File: config.mk
export PLATFORM = sky130hd
export DESIGN_NAME = node0
export DESIGN_NICKNAME = d
export VERILOG_FILES = /design/src/rtl/node_pkg.sv /design/src/rtl/node0_inner.sv /design/src/rtl/node0.sv
export SDC_FILE = /design/constraint.sdc
export NUM_CORES = 1
export LEC_CHECK = 0
export ABC_CLOCK_PERIOD_IN_PS = 7100
export BUFFER_PORTS_ARGS = -buffer_cell sky130_fd_sc_hd__buf_2
export CAP_MARGIN = 25
export CORE_MARGIN = 2
export CORE_UTILIZATION = 60
export CTS_CLUSTER_DIAMETER = 150
export DETAILED_ROUTE_END_ITERATION = 12
export PLACE_DENSITY_LB_ADDON = 0.1
export SYNTH_ARGS = -nofsm -noshare
export SYNTH_HDL_FRONTEND = slang
export SYNTH_SLANG_ARGS = --single-unit
File: constraint.sdc
create_clock -name CLK -period 7.1 [get_ports CLK]
set_input_delay 1.065 -clock CLK [delete_from_list [all_inputs] [get_ports CLK]]
set_output_delay 1.065 -clock CLK [all_outputs]
set_load 0.005 [all_outputs]
File: src/rtl/node_pkg.sv
// Shared definitions for the "operation o" composition nodes: default width,
// node state encoding and the g/f arithmetic reused by sibling nodes.
package node_pkg;

  localparam int unsigned NODE_WIDTH = 16;

  typedef enum logic [1:0] {
    IDLE   = 2'd0,
    EVAL_G = 2'd1,
    EVAL_F = 2'd2,
    DONE   = 2'd3
  } state_t;

  function automatic logic [NODE_WIDTH-1:0] calc_g0(input logic [NODE_WIDTH-1:0] x0,
                                                    input logic [NODE_WIDTH-1:0] x1);
    return NODE_WIDTH'(x0 + x1);
  endfunction

  function automatic logic [NODE_WIDTH-1:0] calc_g1(input logic [NODE_WIDTH-1:0] x1,
                                                    input logic [NODE_WIDTH-1:0] x2);
    return NODE_WIDTH'(x1 * x2);
  endfunction

  function automatic logic [NODE_WIDTH-1:0] calc_g2(input logic [NODE_WIDTH-1:0] x0,
                                                    input logic [NODE_WIDTH-1:0] x2);
    return NODE_WIDTH'(x2 - x0);
  endfunction

  function automatic logic [NODE_WIDTH-1:0] calc_f(input logic [NODE_WIDTH-1:0] g0,
                                                   input logic [NODE_WIDTH-1:0] g1,
                                                   input logic [NODE_WIDTH-1:0] g2);
    return NODE_WIDTH'(g0 + g1 + g2);
  endfunction

endpackage

File: src/rtl/node0_inner.sv
// Combinational inner stage of node0: the three g functions of the operands,
// all modulo 2^WIDTH.
module node0_inner
  import node_pkg::*;
#(
  parameter int unsigned WIDTH = NODE_WIDTH
) (
  input  logic [WIDTH-1:0] x0,
  input  logic [WIDTH-1:0] x1,
  input  logic [WIDTH-1:0] x2,
  output logic [WIDTH-1:0] g0,
  output logic [WIDTH-1:0] g1,
  output logic [WIDTH-1:0] g2
);

  always_comb begin
    g0 = WIDTH'(x0 + x1);
    g1 = WIDTH'(x1 * x2);
    g2 = WIDTH'(x2 - x0);
  end

endmodule

File: src/rtl/node0.sv
// Leaf node computing f(g0(x), g1(x), g2(x)) with a start/ready handshake and a
// fixed three-edge latency from accepted start to RD.
module node0
  import node_pkg::*;
#(
  parameter int unsigned WIDTH = NODE_WIDTH
) (
  input  logic             CLK,
  input  logic             RST,
  input  logic             ST,
  output logic             RD,
  output logic [WIDTH-1:0] RES,
  input  logic [WIDTH-1:0] IN0,
  input  logic [WIDTH-1:0] IN1,
  input  logic [WIDTH-1:0] IN2
);

  state_t           state;
  logic [WIDTH-1:0] op0, op1, op2;
  logic [WIDTH-1:0] g0_q, g1_q, g2_q;
  logic [WIDTH-1:0] g0_c, g1_c, g2_c;
  logic [WIDTH-1:0] f_c;
  logic             rd;
  logic [WIDTH-1:0] res;

  node0_inner #(.WIDTH(WIDTH)) u_inner (
    .x0 (op0),
    .x1 (op1),
    .x2 (op2),
    .g0 (g0_c),
    .g1 (g1_c),
    .g2 (g2_c)
  );

  assign f_c = WIDTH'(g0_q + g1_q + g2_q);

  // Start is accepted only in IDLE or DONE; busy states ignore ST.
  always_ff @(posedge CLK) begin
    if (!RST) begin
      state <= IDLE;
      op0   <= '0;
      op1   <= '0;
      op2   <= '0;
      g0_q  <= '0;
      g1_q  <= '0;
      g2_q  <= '0;
      rd    <= 1'b0;
      res   <= '0;
    end else begin
      case (state)
        IDLE, DONE: begin
          if (ST) begin
            op0   <= IN0;
            op1   <= IN1;
            op2   <= IN2;
            rd    <= 1'b0;
            state <= EVAL_G;
          end
        end
        EVAL_G: begin
          g0_q  <= g0_c;
          g1_q  <= g1_c;
          g2_q  <= g2_c;
          state <= EVAL_F;
        end
        EVAL_F: begin
          res   <= f_c;
          rd    <= 1'b1;
          state <= DONE;
        end
        default: state <= IDLE;
      endcase
    end
  end

  assign RD  = rd;
  assign RES = res;

endmodule

Yosys cells after proc, flatten, opt, wreduce, memory -nomap -nowiden. Index checks and enable logic that the tools add are counted.

Bits in registers: 115. Output and inout bits: 17.

Add/subtract/negate cells: 4. Multipliers: 1. Eq/ne operators: 4. Mux-type cells: 4. Reduce and logical (&&, ||, !) cells: 5.

Operator list (number): 16-bit adder (3); 16-bit by 16-bit multiplier with 16-bit output (1); 16-bit subtractor (1); 2-bit one-hot mux with 3 select lines (1); 2-bit == test, second input constant (2); 2-bit AND reduction (2); 2-bit by 1-bit == test with 1-bit output, second input constant (1); 2-bit zero test (1); 2-bit two-way mux (1); 2-bit inequality test, second input constant (1); 1-bit one-hot mux with 2 select lines (1); 2-bit nonzero test (1); 2-bit OR reduction (1); 1-bit two-way mux (1).

Logic depth before layout (Yosys ltp).
Depth in word-level cells: 4. Gate-level depth with buffers: 23. Depth with buffers taken out: 22.

By module. From an unflattened synthesis, not the netlist that was laid out.

Cell total of the unflattened synthesis: 1219. Area, all modules: 10689.0 µm².

Modules (own cells, without submodules): node0 (instances 1, cells an instance 562, area each 5393.9 µm²); node0_inner (instances 1, cells an instance 657, area each 5295.1 µm²).

Worst setup path before layout. No wires, ideal clock.

Kind: register to register. From: register op2[1]. To: register g1_q[15]. Setup time: 117 ps. Arrival time: 5154 ps. Path slack: 1829 ps. Stages on the path, launching flop included: 19. Buffers on the path: 1. Clock period less this slack: 5271 ps. Cells stage by stage: dfxtp_1 > clkbuf_1 > nand2_1 > fa_1 > fa_1 > fa_1 > fa_1 > inv_1 > fa_1 > inv_1 > fa_1 > inv_1 > ha_1 > and3_1 > a221oi_1 > o21ai_1 > xnor2_1 > mux2i_1 > nor2b_1.

Word-level cells in the longest chain between the ends: 1.

RTL lines: start, declared (RTL line node0.sv:19) `logic [WIDTH-1:0] op0, op1, op2;`; start signal, assigned (RTL line node0.sv:43) `op2 <= '0;`; start signal, assigned (RTL line node0.sv:55) `op2 <= IN2;`; 16-bit by 16-bit multiplier with 16-bit output (RTL line node0_inner.sv:18) `g1 = WIDTH'(x1 * x2);`; end signal, assigned (RTL line node0.sv:62) `g1_q <= g1_c;`; end, declared (RTL line node0.sv:20) `logic [WIDTH-1:0] g0_q, g1_q, g2_q;`.

Every way passes these cells. A chain may end at the register's enable or synchronous reset.

Final worst setup path. Ends and elaborated chain as after synthesis.

==> results.md <==
- Post-Place Worst Slack: 1.55 ns
- Global-route wire length before repair: 40.5 mm
- Syn_nets: 1446
- Area fraction in compound gates after synthesis: 0.139
- Unique cell type count in the Yosys netlist: 54
- R2R setup slack: 1.47 ns
- Initial Utilization: 0.611
- Overflow after GRT: 0
- Count of H-tree levels built during CTS: 4
- R2R Path End: g1_q[15]
- Setup slack after layout: 1.47 ns
- Filler cells: 1475
- Beginning of the worst hold path: RES[8]
- Synth Instances: 1202
- Vias after detailed routing: 8120
- Number of nets in the finished design: 1488
- Clock Sink Count: 115
- Mean number of vias per cell: 5.47
- Element type at the critical path end: flip-flop
- Sum of negative setup slack: 0 ns
- All-layer global routing usage: 0.284
- Final core utilization: 0.676
- Final Hold Fails: 0
- Path type of the worst setup path: flip-flop to flip-flop
- Max Buffers Root-to-Sink: 2
- Total power: 3.40 mW
- Largest fanout on the critical path: 17
- Area enclosed by the die boundary: 18600 µm²
- Top cells by count, synth: sky130_fd_sc_hd__nand2_1, sky130_fd_sc_hd__inv_1, sky130_fd_sc_hd__dfxtp_1, sky130_fd_sc_hd__fa_1, sky130_fd_sc_hd__ha_1
- Path category of the worst min-delay check: flip-flop to flip-flop
- CTS Root Buffer Type: sky130_fd_sc_hd__clkbuf_16
- Post-Synth XOR/XNOR Area: 0.0622
- Internal power: 2.00 mW
- Total net switching power: 1.40 mW
- Count of antenna-violating nets left after detailed routing: 0
- Power share of the sequential group: 0.298
- Cell area after synthesis: 10500 µm²
- Synthesis-to-finish area growth: 10.6%
- Number of antenna violations at the first check in global routing: 2
- Combined area of the multi-input logic cells: 7460 µm²
- Ratio of total power to cell area: 293 nW/µm²
- Total leakage power: 5.41 nW
- Crit path required time: 7.45 ns
- Setup skew after layout: 0.00883 ns
- Vert. Die Dim: 136 µm
- Crit-path max cell delay: 0.73 ns
- Arrival time of data at the critical path endpoint: 5.98 ns
- Cell with the biggest individual delay on the critical path: sky130_fd_sc_hd__dfxtp_1
- Core outline area: 17200 µm²
- DRC violations left: 0
- Fraction of power spent switching nets: 0.413
- Share of the synthesized area in the top cell type: 0.219
- Final period demand of the worst path: 5.63 ns
- Headroom to the max-slew limit: 0.504
- Detailed-route wire length per cell: 16.8 µm
- Total of warnings raised by yosys: 0
- Total clock buffers created by CTS: 17
- Prevailing post-synth register cell: sky130_fd_sc_hd__dfxtp_1
- Site Rows: 48
- Fraction of power consumed by combinational cells: 0.437
- Cells along the critical path: nand2_1 -> fa_1 -> fa_1 -> fa_1 -> fa_1 -> inv_1 -> fa_1 -> inv_1 -> fa_1 -> inv_1 -> ha_1 -> and3_1 -> a221oi_1 -> o21ai_1 -> xnor2_1 -> mux2i_1 -> nor2b_1
- DRT iter0 DRCs: 470
- Flip-flop and latch count after synthesis: 115
- Number of setup buffers added after CTS: 0
- Leading post-synthesis cells by cell area: sky130_fd_sc_hd__dfxtp_1, sky130_fd_sc_hd__fa_1, sky130_fd_sc_hd__ha_1
- Hold Crit Depth: 2
- CTS-repair resized insts: 0
- Placer congestion estimate: 0.849
- Synthesized-area fraction occupied by adder cells: 0.300
- Worst path most repeated cell: sky130_fd_sc_hd__fa_1
- CTS Hold Bufs: 0
- Unrepaired setup endpoints after global routing: no
- Depth of the worst register-to-register path: 17
- Main combinational cell family by area after synthesis: adder cells
- Clock insertion delay at the later pin of the skew report: 0.42 ns
- Input/output buffers: 67
- Post-DP HPWL: 19.1 mm
- Most frequent cell after synthesis: sky130_fd_sc_hd__nand2_1
- Average cell area after synthesis: 8.74 µm²
- WHS Endpoint: RES[8]
- Post-synthesis simple-gate area fraction: 0.178
- Final setup violating endpoints: 0
- Number of pins exceeding their max-slew limit in the final report: 0
- CTS tree: built
- Highest clock rate: 0.178 GHz
- Crit share post-route: 0.793
- Share of cells above drive strength 1: 0.0923
- Worst slew pin tran: 0.744 ns
- Number of maximum-capacitance constraint violations: 0
- Sequential share of the synthesized area: 0.219
- Die W: 136 µm
- Io pins: 68
- Register Area: 2300 µm²
- Share of power burned in the clock network: 0.265
- Result of the run: finished clean
- Most area-hungry cell type in the Yosys netlist: sky130_fd_sc_hd__dfxtp_1
- Clock-pin slew on the worst setup and hold paths: 0.06 ns
- Largest net degree at the start of global routing: 125
- Share of synthesized registers carrying an async set or reset: 0
- IR drop worst, VDD: 191 µV
- Number of enable-type register cells in the synthesized netlist: 0
- Number of detailed-route iterations in the first pass: 6
- Multiplexer fraction of the synthesized cell area: 0.0315
- Startpoint of the lowest-slack register-to-register path: op2[1]
- Startpoint class of the critical path: flip-flop
- Total wire length: 25.0 mm
- Vias in the first global route: 7863
cell usage in the layout (no fill, tap or decap), types with 4 or more instances in the layout:
master,netlist,routed
sky130_fd_sc_hd__a21oi_1,30,30
sky130_fd_sc_hd__nor3_1,9,9
sky130_fd_sc_hd__buf_4,0,7
sky130_fd_sc_hd__nand2b_1,6,6
sky130_fd_sc_hd__a21o_1,16,16
sky130_fd_sc_hd__ha_1,95,94
sky130_fd_sc_hd__o21ai_0,32,32
sky130_fd_sc_hd__o211a_1,11,11
sky130_fd_sc_hd__o21a_1,15,15
sky130_fd_sc_hd__a211oi_1,4,4
sky130_fd_sc_hd__xnor2_1,47,47
sky130_fd_sc_hd__inv_6,0,4
sky130_fd_sc_hd__inv_1,144,144
sky130_fd_sc_hd__and3_1,7,7
sky130_fd_sc_hd__and2_1,69,69
sky130_fd_sc_hd__o21ai_1,9,9
sky130_fd_sc_hd__mux2i_1,33,33
sky130_fd_sc_hd__a31oi_1,6,6
sky130_fd_sc_hd__xor2_1,25,25
sky130_fd_sc_hd__nor2b_1,45,45
sky130_fd_sc_hd__buf_2,3,67
sky130_fd_sc_hd__nand2_1,196,196
sky130_fd_sc_hd__nand3_1,12,12
sky130_fd_sc_hd__clkbuf_16,0,17
sky130_fd_sc_hd__fa_1,98,98
sky130_fd_sc_hd__nor2_1,35,35
sky130_fd_sc_hd__dfxtp_1,115,115
sky130_fd_sc_hd__a21boi_0,49,49
sky130_fd_sc_hd__o21bai_1,4,4
per-stage QoR:
stage                     hold WS (ns)  instance area [µm²]  std cells
after CTS                        0.481                11600       1481
after global placement           0.455                11000       1449
after detailed placement         0.468                11000       1449
after floorplan                  0.445                10500       1202
after global routing             0.512                11600       1484
final                            0.478                11600       1484
how the worst max path moves through the flow:
stage               cells past startpoint  slack (ns)       end   start
floorplan                              18        1.83  g1_q[15]  op2[1]
global placement                       17        1.65  g1_q[15]  op2[1]
detailed placement                     17        1.55  g1_q[15]  op2[1]
CTS                                    17        1.51  g1_q[15]  op2[1]
global route                           17        1.16  g1_q[15]  op2[1]
finish                                 17        1.47  g1_q[15]  op2[1]
per-layer routing:
metal / global-route usage / part of all wire
met4: 0.0938 / 0.030
met2: 0.466 / 0.47
met5: 0 / 0
met3: 0.0377 / 0.046
met1: 0.388 / 0.46
cells by family (layout without fill, tap and decap cells):
| kind of cell | Yosys count | in the layout |
|---|---|---|
| buffers and inverters | 196 | 251 |
| other | 0 | 2 |
| and+or+nand+nor | 392 | 392 |
| xor gates and xnor gates | 73 | 73 |
| DFF | 115 | 115 |
| AOI/OAI and AO/OA | 200 | 200 |
| muxes | 33 | 33 |
| adders and majority gates | 193 | 193 |
area by class of cell:
cell class | instances | area share
antenna | 2 | 0.000431
clock buffer | 19 | 0.0381
clock inverter | 13 | 0.0148
inverter | 144 | 0.0465
multi-input combinational | 891 | 0.642
sequential | 115 | 0.198
tap | 225 | 0.0242
timing repair buffer | 75 | 0.0358
power groups by stage:
stage | clock, mW | combinational [mW] | sequential [mW]
after floorplan | 0 | 1.17 | 0.908
after global placement | 0 | 1.45 | 1.01
after detailed placement | 0 | 1.47 | 1.02
after CTS | 0.906 | 1.49 | 1.01
after global routing | 0.939 | 1.68 | 1.03
final | 0.902 | 1.49 | 1.01
flip-flops by register name, indices dropped and copies added (netlist names):
| signal | flops |
|---|---|
| RES | 16 |
| g0_q | 16 |
| g1_q | 16 |
| g2_q | 16 |
| op0 | 16 |
| op1 | 16 |
| op2 | 16 |
| state | 2 |
| RD | 1 |
worst max-delay path: cells and delay by family (launching register included):
kind	cells	cell delay, ns
buffers and inverters	3	0.14
xor gates and xnor gates	1	0.17
adders and majority gates	7	3.39
and+or+nand+nor	3	0.51
DFF	1	0.73
muxes	1	0.09
AOI/OAI and AO/OA	2	0.52
Power figures use the tool's default switching activity.
